### src/rtl/addsub_if.sv
// Request/response bundle for addsub_serial: operand capture handshake and result.
// With ADDSUB_OVF_EN defined the bundle also carries the registered ovf flag.
interface addsub_if #(
    parameter int WIDTH = 16
);
    logic             start;
    logic             mode;
    logic [WIDTH-1:0] a;
    logic [WIDTH-1:0] b;
    logic             busy;
    logic             done;
    logic [WIDTH:0]   s;
`ifdef ADDSUB_OVF_EN
    logic             ovf;

    modport master (output start, mode, a, b, input busy, done, s, ovf);
    modport slave  (input start, mode, a, b, output busy, done, s, ovf);
`else
    modport master (output start, mode, a, b, input busy, done, s);
    modport slave  (input start, mode, a, b, output busy, done, s);
`endif
endinterface

### src/rtl/addsub_serial.sv
// Digit-serial add/subtract: WIDTH-bit operands, DIGIT bits per clock, LSB first.
// Optional signed-overflow output is enabled by defining ADDSUB_OVF_EN.

module addsub_bit (
    input  logic a,
    input  logic b,
    input  logic ci,
    output logic s,
    output logic co
);
    assign s  = a ^ b ^ ci;
    assign co = (a & b) | (ci & (a ^ b));
endmodule

module addsub_serial #(
    parameter int WIDTH = 16,
    parameter int DIGIT = 4
) (
    input  logic     ck,
    input  logic     rst_n,
    addsub_if.slave  bus
);
    localparam int N     = WIDTH / DIGIT;
    localparam int CNT_W = (N > 1) ? $clog2(N) : 1;

    typedef enum logic {IDLE, RUN} state_t;

    state_t             state_q, state_d;
    logic [WIDTH-1:0]   a_q, a_d;
    logic [WIDTH-1:0]   b_q, b_d;
    logic [WIDTH-1:0]   acc_q, acc_d;
    logic               cy_q, cy_d;
    logic               mode_q, mode_d;
    logic [CNT_W-1:0]   cnt_q, cnt_d;
    logic               done_q, done_d;
    logic [WIDTH:0]     s_q, s_d;
    logic               ovf_q, ovf_d;

    logic [DIGIT-1:0]       dig_s;
    logic [DIGIT:0]         cv;
    logic [WIDTH+DIGIT-1:0] acc_sh;
    logic                   last;

    // One ripple cell per bit of the current digit; cv[DIGIT-1] is the carry into the MSB on the last digit.
    assign cv[0] = cy_q;
    addsub_bit u_bit [DIGIT-1:0] (
        .a  (a_q[DIGIT-1:0]),
        .b  (b_q[DIGIT-1:0]),
        .ci (cv[DIGIT-1:0]),
        .s  (dig_s),
        .co (cv[DIGIT:1])
    );

    assign last   = (cnt_q == CNT_W'(N - 1));
    assign acc_sh = {dig_s, acc_q};

    always_comb begin
        state_d = state_q;
        a_d     = a_q;
        b_d     = b_q;
        acc_d   = acc_q;
        cy_d    = cy_q;
        mode_d  = mode_q;
        cnt_d   = cnt_q;
        done_d  = 1'b0;
        s_d     = s_q;
        ovf_d   = ovf_q;
        case (state_q)
            IDLE: begin
                if (bus.start) begin
                    a_d     = bus.a;
                    b_d     = bus.mode ? ~bus.b : bus.b;
                    mode_d  = bus.mode;
                    cy_d    = bus.mode;
                    cnt_d   = '0;
                    acc_d   = '0;
                    state_d = RUN;
                end
            end
            RUN: begin
                a_d   = a_q >> DIGIT;
                b_d   = b_q >> DIGIT;
                cy_d  = cv[DIGIT];
                acc_d = acc_sh[WIDTH+DIGIT-1:DIGIT];
                cnt_d = cnt_q + CNT_W'(1);
                if (last) begin
                    // Subtract reports borrow in the top bit, i.e. the inverted carry-out.
                    s_d     = {mode_q ^ cv[DIGIT], acc_sh[WIDTH+DIGIT-1:DIGIT]};
                    ovf_d   = cv[DIGIT] ^ cv[DIGIT-1];
                    done_d  = 1'b1;
                    cnt_d   = '0;
                    state_d = IDLE;
                end
            end
            default: state_d = IDLE;
        endcase
    end

    always_ff @(posedge ck or negedge rst_n) begin
        if (!rst_n) begin
            state_q <= IDLE;
            a_q     <= '0;
            b_q     <= '0;
            acc_q   <= '0;
            cy_q    <= 1'b0;
            mode_q  <= 1'b0;
            cnt_q   <= '0;
            done_q  <= 1'b0;
            s_q     <= '0;
            ovf_q   <= 1'b0;
        end else begin
            state_q <= state_d;
            a_q     <= a_d;
            b_q     <= b_d;
            acc_q   <= acc_d;
            cy_q    <= cy_d;
            mode_q  <= mode_d;
            cnt_q   <= cnt_d;
            done_q  <= done_d;
            s_q     <= s_d;
            ovf_q   <= ovf_d;
        end
    end

    assign bus.busy = (state_q == RUN);
    assign bus.done = done_q;
    assign bus.s    = s_q;
`ifdef ADDSUB_OVF_EN
    assign bus.ovf  = ovf_q;
`else
    logic ovf_unused;
    assign ovf_unused = ovf_q;
`endif
endmodule

### src/flat_wrapper.sv
// flat-port wrapper written by rule: the top's interface ports become plain ports
module addsub_serial_flat 
#(
    parameter int WIDTH = 16,
    parameter int DIGIT = 4
)
  (ck, rst_n, bus_start, bus_mode, bus_a, bus_b, bus_busy, bus_done, bus_s);
  addsub_if #(.WIDTH(WIDTH)) bus_i ();
  input  logic ck;
  input  logic rst_n;
  input wire logic [$bits(bus_i.start)-1:0] bus_start;
  input wire logic [$bits(bus_i.mode)-1:0] bus_mode;
  input wire logic [$bits(bus_i.a)-1:0] bus_a;
  input wire logic [$bits(bus_i.b)-1:0] bus_b;
  output wire logic [$bits(bus_i.busy)-1:0] bus_busy;
  output wire logic [$bits(bus_i.done)-1:0] bus_done;
  output wire logic [$bits(bus_i.s)-1:0] bus_s;
  assign bus_i.start = bus_start;
  assign bus_i.mode = bus_mode;
  assign bus_i.a = bus_a;
  assign bus_i.b = bus_b;
  assign bus_busy = bus_i.busy;
  assign bus_done = bus_i.done;
  assign bus_s = bus_i.s;
  addsub_serial #(.WIDTH(WIDTH), .DIGIT(DIGIT)) u_core (.ck(ck), .rst_n(rst_n), .bus(bus_i));
endmodule
### config.mk
export PLATFORM = sky130hd
export DESIGN_NAME = addsub_serial_flat
export DESIGN_NICKNAME = d
export VERILOG_FILES = /design/src/rtl/addsub_if.sv /design/src/rtl/addsub_serial.sv /design/src/flat_wrapper.sv
export SDC_FILE = /design/constraint.sdc
export NUM_CORES = 1
export LEC_CHECK = 0
export CAP_MARGIN = 20
export CELL_PAD_IN_SITES_DETAIL_PLACEMENT = 1
export CELL_PAD_IN_SITES_GLOBAL_PLACEMENT = 1
export CORE_MARGIN = 2
export CORE_UTILIZATION = 40
export CTS_CLUSTER_DIAMETER = 30
export DETAILED_ROUTE_END_ITERATION = 16
export GPL_ROUTABILITY_DRIVEN = 0
export PLACE_DENSITY_LB_ADDON = 0.1
export SETUP_SLACK_MARGIN = 0.2
export SYNTH_ARGS = -nofsm -noshare
export SYNTH_HDL_FRONTEND = slang
export SYNTH_HIERARCHICAL = 1
export SYNTH_SLANG_ARGS = --single-unit
### constraint.sdc
create_clock -name ck -period 5.85 [get_ports ck]
set_input_delay 1.17 -clock ck [delete_from_list [all_inputs] [get_ports ck]]
set_output_delay 1.17 -clock ck [all_outputs]
set_load 0.1 [all_outputs]
**Yosys cells after proc, flatten, opt, wreduce, memory -nomap -nowiden**

Index checks and enable logic that the tools add are counted.

- Bits of input ports: 36
- Register bits: 71

- Bitwise logic cells: 23
- Reductions and logical operators: 2
- Equality and inequality tests: 2
- Mux-type cells: 17
- Add/subtract/negate cells: 1

Operators with widths:

| kind | number |
|---|---|
| 16-bit case mux with 2 select lines | 3 |
| 16-bit two-way mux | 4 |
| 16-bit NOT | 1 |
| 1-bit bitwise XOR | 9 |
| 1-bit bitwise AND | 8 |
| 1-bit two-way mux | 5 |
| 2-bit two-way mux | 2 |
| 1-bit bitwise OR | 4 |
| 1-bit case mux with 2 select lines | 2 |
| 2-bit case mux with 2 select lines | 1 |
| 2-bit AND reduction | 2 |
| 2-bit by 1-bit adder with 2-bit output, second input constant | 1 |
| 2-bit equality test, second input constant | 1 |
| 2-bit != test, second input constant | 1 |
| 1-bit NOT | 1 |

**Longest topological paths before layout**

- Depth after elaboration: 10
- Mapped depth: 6
- Depth with buffers taken out: 6

**By module**

Netlist, hierarchy kept.

Modules (own cells, without submodules):

| module | area each (µm²) | instances | cells an instance |
|---|---|---|---|
| addsub_serial | 2995.4 | 1 | 245 |
| addsub_bit | 20.0 | 4 | 1 |

**Least setup slack after synthesis**

OpenSTA, ideal clock, no wires.

- Path type: register to register
- From: register u_core.a_q[0]
- To: register u_core.s_q[16], in the netlist u_core/bus.s[16]
- Setup slack: 3358 ps
- Stages on the path, launching flop included: 7
- Required time: 5724 ps
- Path buffers: 0
- Data arrival time: 2366 ps
- Library setup time: 126 ps
- Cell sequence: dfrtp_1 fa_1 fa_1 fa_1 fa_1 xor2_1 mux2_2

- Longest elaborated chain between the ends: 10
- Elaborated cells between the ends (all ways): 11
- Classes of those cells: bitwise: 11

Ends and longest elaborated chain:

| what | line | RTL |
|---|---|---|
| from (decl) | addsub_serial.sv:29 | `logic [WIDTH-1:0] a_q, a_d;` |
| from (signal assigned) | addsub_serial.sv:102 | `a_q <= '0;` |
| from (signal assigned) | addsub_serial.sv:113 | `a_q <= a_d;` |
| 1-bit bitwise XOR | addsub_serial.sv:12 | `assign co = (a & b) \| (ci & (a ^ b));` |
| 1-bit bitwise AND | addsub_serial.sv:12 |  |
| 1-bit bitwise OR (*) | addsub_serial.sv:12 |  |
| net u_core.cv[1] | addsub_serial.sv:40 | `logic [DIGIT:0] cv;` |
| 1-bit bitwise AND (*) | addsub_serial.sv:12 |  |
| 1-bit bitwise OR (*) | addsub_serial.sv:12 |  |
| net u_core.cv[2] | addsub_serial.sv:40 |  |
| 1-bit bitwise AND (*) | addsub_serial.sv:12 |  |
| 1-bit bitwise OR (*) | addsub_serial.sv:12 |  |
| net u_core.cv[3] | addsub_serial.sv:40 |  |
| 1-bit bitwise AND (*) | addsub_serial.sv:12 |  |
| 1-bit bitwise OR (*) | addsub_serial.sv:12 |  |
| net u_core.cv[4] | addsub_serial.sv:40 |  |
| 1-bit bitwise XOR (*) | addsub_serial.sv:88 | `s_d = {mode_q ^ cv[DIGIT], acc_sh[WIDTH+DIGIT-1:DIGIT]};` |
| to (signal assigned) | addsub_serial.sv:109 | `s_q <= '0;` |
| to (signal assigned) | addsub_serial.sv:120 | `s_q <= s_d;` |
| to (decl) | addsub_serial.sv:36 | `logic [WIDTH:0] s_q, s_d;` |

The timed path passes the listed nets; every way through them passes the cells marked *.
A chain may end at the register's enable or synchronous reset.

**Worst setup path in the final report**

- From: register u_core.state_q, in the netlist u_core/bus.busy
- To: output bus_busy

RTL lines:

| what | line | RTL |
|---|---|---|
| from (decl) | addsub_serial.sv:28 | `state_t state_q, state_d;` |
| from (signal assigned) | addsub_serial.sv:112 | `state_q <= state_d;` |
| to (decl) | flat_wrapper.sv:15 | `output wire logic [$bits(bus_i.busy)-1:0] bus_busy;` |

No word-level cell between the ends.

==> results.ini <==
[grt]
grt.total_usage = 0.148
grt_pass1_vias = 1950
grt_max_degree = 83
gr-total-overflow = 0
grt_pass1_wl_mm = 9.71
antenna_found_initial = 0

[final_layout]
fin_cells = 401
syn2layout_area_growth_pct = 23.6
drive_above_1_share = 0.126
finalNetCount = 339
antenna_cells = 0

[clock_tree]
post_cts.repair.setup_buffers = 0
cts.sinks = 67
cts_max_path_buffers = 2
cts_tree = done
cts_root_buf = clkbuf_8
hold_buffers = 0
htree_levels = 3
numCtsBuffers = 9
insertion_delay_ns = 0.33
cts_resized = 0
clk_pin_slew_ns = 0.07

[power_and_ir_drop]
power_frac_seq = 0.352
vdd_drop_max_uv = 179
switchingPower_w = 0.000943
powerDensity_nw_per_um2 = 566
p_int_w = 0.00121
power_frac_clock = 0.170
p_sw_frac = 0.438
p_leak_nw = 1.71
pwr-share-comb = 0.477

[timing]
worst_pin_slew_ns = 0.974
drv_slew = 0
min_period_ns = 3.68
max_slew_margin = 0.348
setup_violations = 0
grt_setup_unrepaired = false
hold_viol_final = 0
fin_skew_ns = 0.00492
fmax_ghz = 0.272
timing.setup.tns_ns = 0
period_share = 0.629

[worst_setup_path]
crit_type = reg2out
reg2reg_to = u_core/bus.s[16]
crit_path_start_kind = flip-flop
timing.rr.start = u_core/a_q[0]
arrival_ns = 2.51
worstPathRequired_ns = 4.68
rr_worst_depth = 6
path_max_fanout = 82
end_kind = primary output
reg2reg_slack_ns = 3.26

[worst_hold_path]
worstHoldEndpoint = u_core/a_q[7]
hp-class = reg2reg
worstHoldStart = u_core/a_q[11]
holdPathStages = 2

[route]
wirelength_mm = 5.85
via_count = 1946
drc = 0
wl_per_cell_um = 14.6
drtIter0Drc = 43
firstDrtPassIters = 4
via_per_inst = 4.85
antenna_left = 0

[die]
die_area_um2 = 8410
rows = 31
io-pin-count = 55
start_util = 0.420
die_h_um = 91.7
core_um2 = 7330
dieWidth_um = 91.7

[yosys]
yosys.area.top_type = dfrtp_1
syn-num-nets = 290
ys_seq_area_frac = 0.545
synth_area_leaders = dfrtp_1 (55%), mux2i_1 (5.9%), mux2_4 (4.9%)
netlist_area_um2 = 3080
ys_warn_count = 6
yosys.area.top_type_share = 0.545
syn_avg_cell_area_um2 = 12.4
ys_seq_elements = 67
ys_types = 28
netlist_instances = 249

[place]
dp_cells = 386
hpwl_mm = 3.80
port_buffers = 54

[job]
max-cap-violations = 0

[status]
status = completed

cells in the final DEF, fill, tap and decap left out:
| cell | n |
|---|---|
| dfrtp_2 | 1 |
| bufinv_16 | 1 |
| mux2i_1 | 18 |
| mux2_4 | 10 |
| xor2_1 | 5 |
| mux2_2 | 8 |
| clkdlybuf4s50_1 | 52 |
| nand2_1 | 29 |
| a22o_1 | 5 |
| o21ai_0 | 15 |
| nor2_1 | 8 |
| dfrtp_1 | 66 |
| buf_2 | 2 |
| a221o_1 | 4 |
| nand2_4 | 1 |
| inv_1 | 1 |
| nor2_2 | 1 |
| clkinv_2 | 2 |
| clkbuf_1 | 2 |
| a211oi_1 | 4 |
| xnor2_1 | 12 |
| nor2b_1 | 1 |
| o211ai_1 | 8 |
| and2_1 | 4 |
| a21oi_1 | 1 |
| fa_1 | 4 |
| nand2b_1 | 10 |
| clkbuf_8 | 10 |
| or3b_1 | 8 |
| buf_4 | 2 |
| ha_1 | 1 |
| o21ai_1 | 6 |
cell type report:
type	count	area, µm²
fillers	752	3530
flip-flops and latches	67	1680
multi-input cells	163	1270
repair buffers	56	546
clock buffers	12	145
well taps	99	124
clock inverters	3	40.0
inverters	1	3.75
worst max-delay path by stage:
stage                         start               end  slack (ns)  depth (start not counted)
detailed placement  u_core/bus.busy          bus_busy        2.49                          2
finish              u_core/bus.busy          bus_busy        2.17                          2
CTS                 u_core/bus.busy          bus_busy        2.12                          2
floorplan             u_core/a_q[0]  u_core/bus.s[16]        3.36                          6
global placement    u_core/bus.busy          bus_busy        2.51                          2
global route        u_core/bus.busy          bus_busy        2.05                          2
critical path, cell delays in order, from the launching register on:
cell,delay (ns)
dfrtp_2,0.34
buf_4,0.58
clkdlybuf4s50_1,1.26
cell usage after synthesis, drive strengths merged:
cell type,n
dfrtp,67
nand2,30
o21ai,21
mux2,18
mux2i,18
buf,16
xnor2,12
nand2b,10
nor2,9
o211ai,8
or3b,8
a22o,5
xor2,5
a211oi,4
a221o,4
and2,4
fa,4
clkbuf,2
a21oi,1
ha,1
inv,1
nor2b,1
power by group through the flow:
| stage | clock, W | combinational (W) | sequential [W] |
|---|---|---|---|
| 2_1_floorplan | 0 | 0.000424 | 0.00115 |
| 3_3_place_gp | 0 | 0.00102 | 0.000763 |
| 3_5_place_dp | 0 | 0.00104 | 0.000771 |
| 4_1_cts | 0.000380 | 0.00104 | 0.000764 |
| 5_1_grt | 0.000403 | 0.00109 | 0.000789 |
| 6_report | 0.000367 | 0.00103 | 0.000759 |
per-layer routing:
metal | track usage | wire [µm] | vias to the layer above
met5 | 0 | 0 | -
met1 | 0.192 | 2640 | 948
met4 | 0.0644 | 87 | 0
met3 | 0.0329 | 215 | 7
met2 | 0.240 | 2910 | 40
li1 | - | - | 951
sequential cells by signal (all words and copies together) (netlist names):
signal,flops
u_core/bus.busy,1
u_core/bus.s,17
u_core/b_q,16
u_core/a_q,16
u_core/acc_q,12
u_core/cy_q,1
u_core/cnt_q,2
u_core/bus.done,1
u_core/mode_q,1
kinds of logic after synthesis:
family | after synthesis | share of synthesized area
buf+inv | 19 | 0.0431
fa+ha+maj | 5 | 0.0301
flops | 67 | 0.545
mux | 36 | 0.137
compound gates | 43 | 0.0924
xor+xnor | 17 | 0.0484
simple gates | 62 | 0.104
metrics by stage:
step	setup slack [ns]	hold WS, ns	utilization	area (µm²)	power, W
2_1_floorplan	3.36	0.452	-	3080	0.00158
3_3_place_gp	2.51	0.463	0.493	3620	0.00178
3_5_place_dp	2.49	0.478	0.493	3620	0.00181
4_1_cts	2.12	0.494	0.519	3800	0.00219
5_1_grt	2.05	0.517	0.519	3800	0.00229
6_report	2.17	0.490	0.519	3800	0.00215
Power figures use the tool's default switching activity.
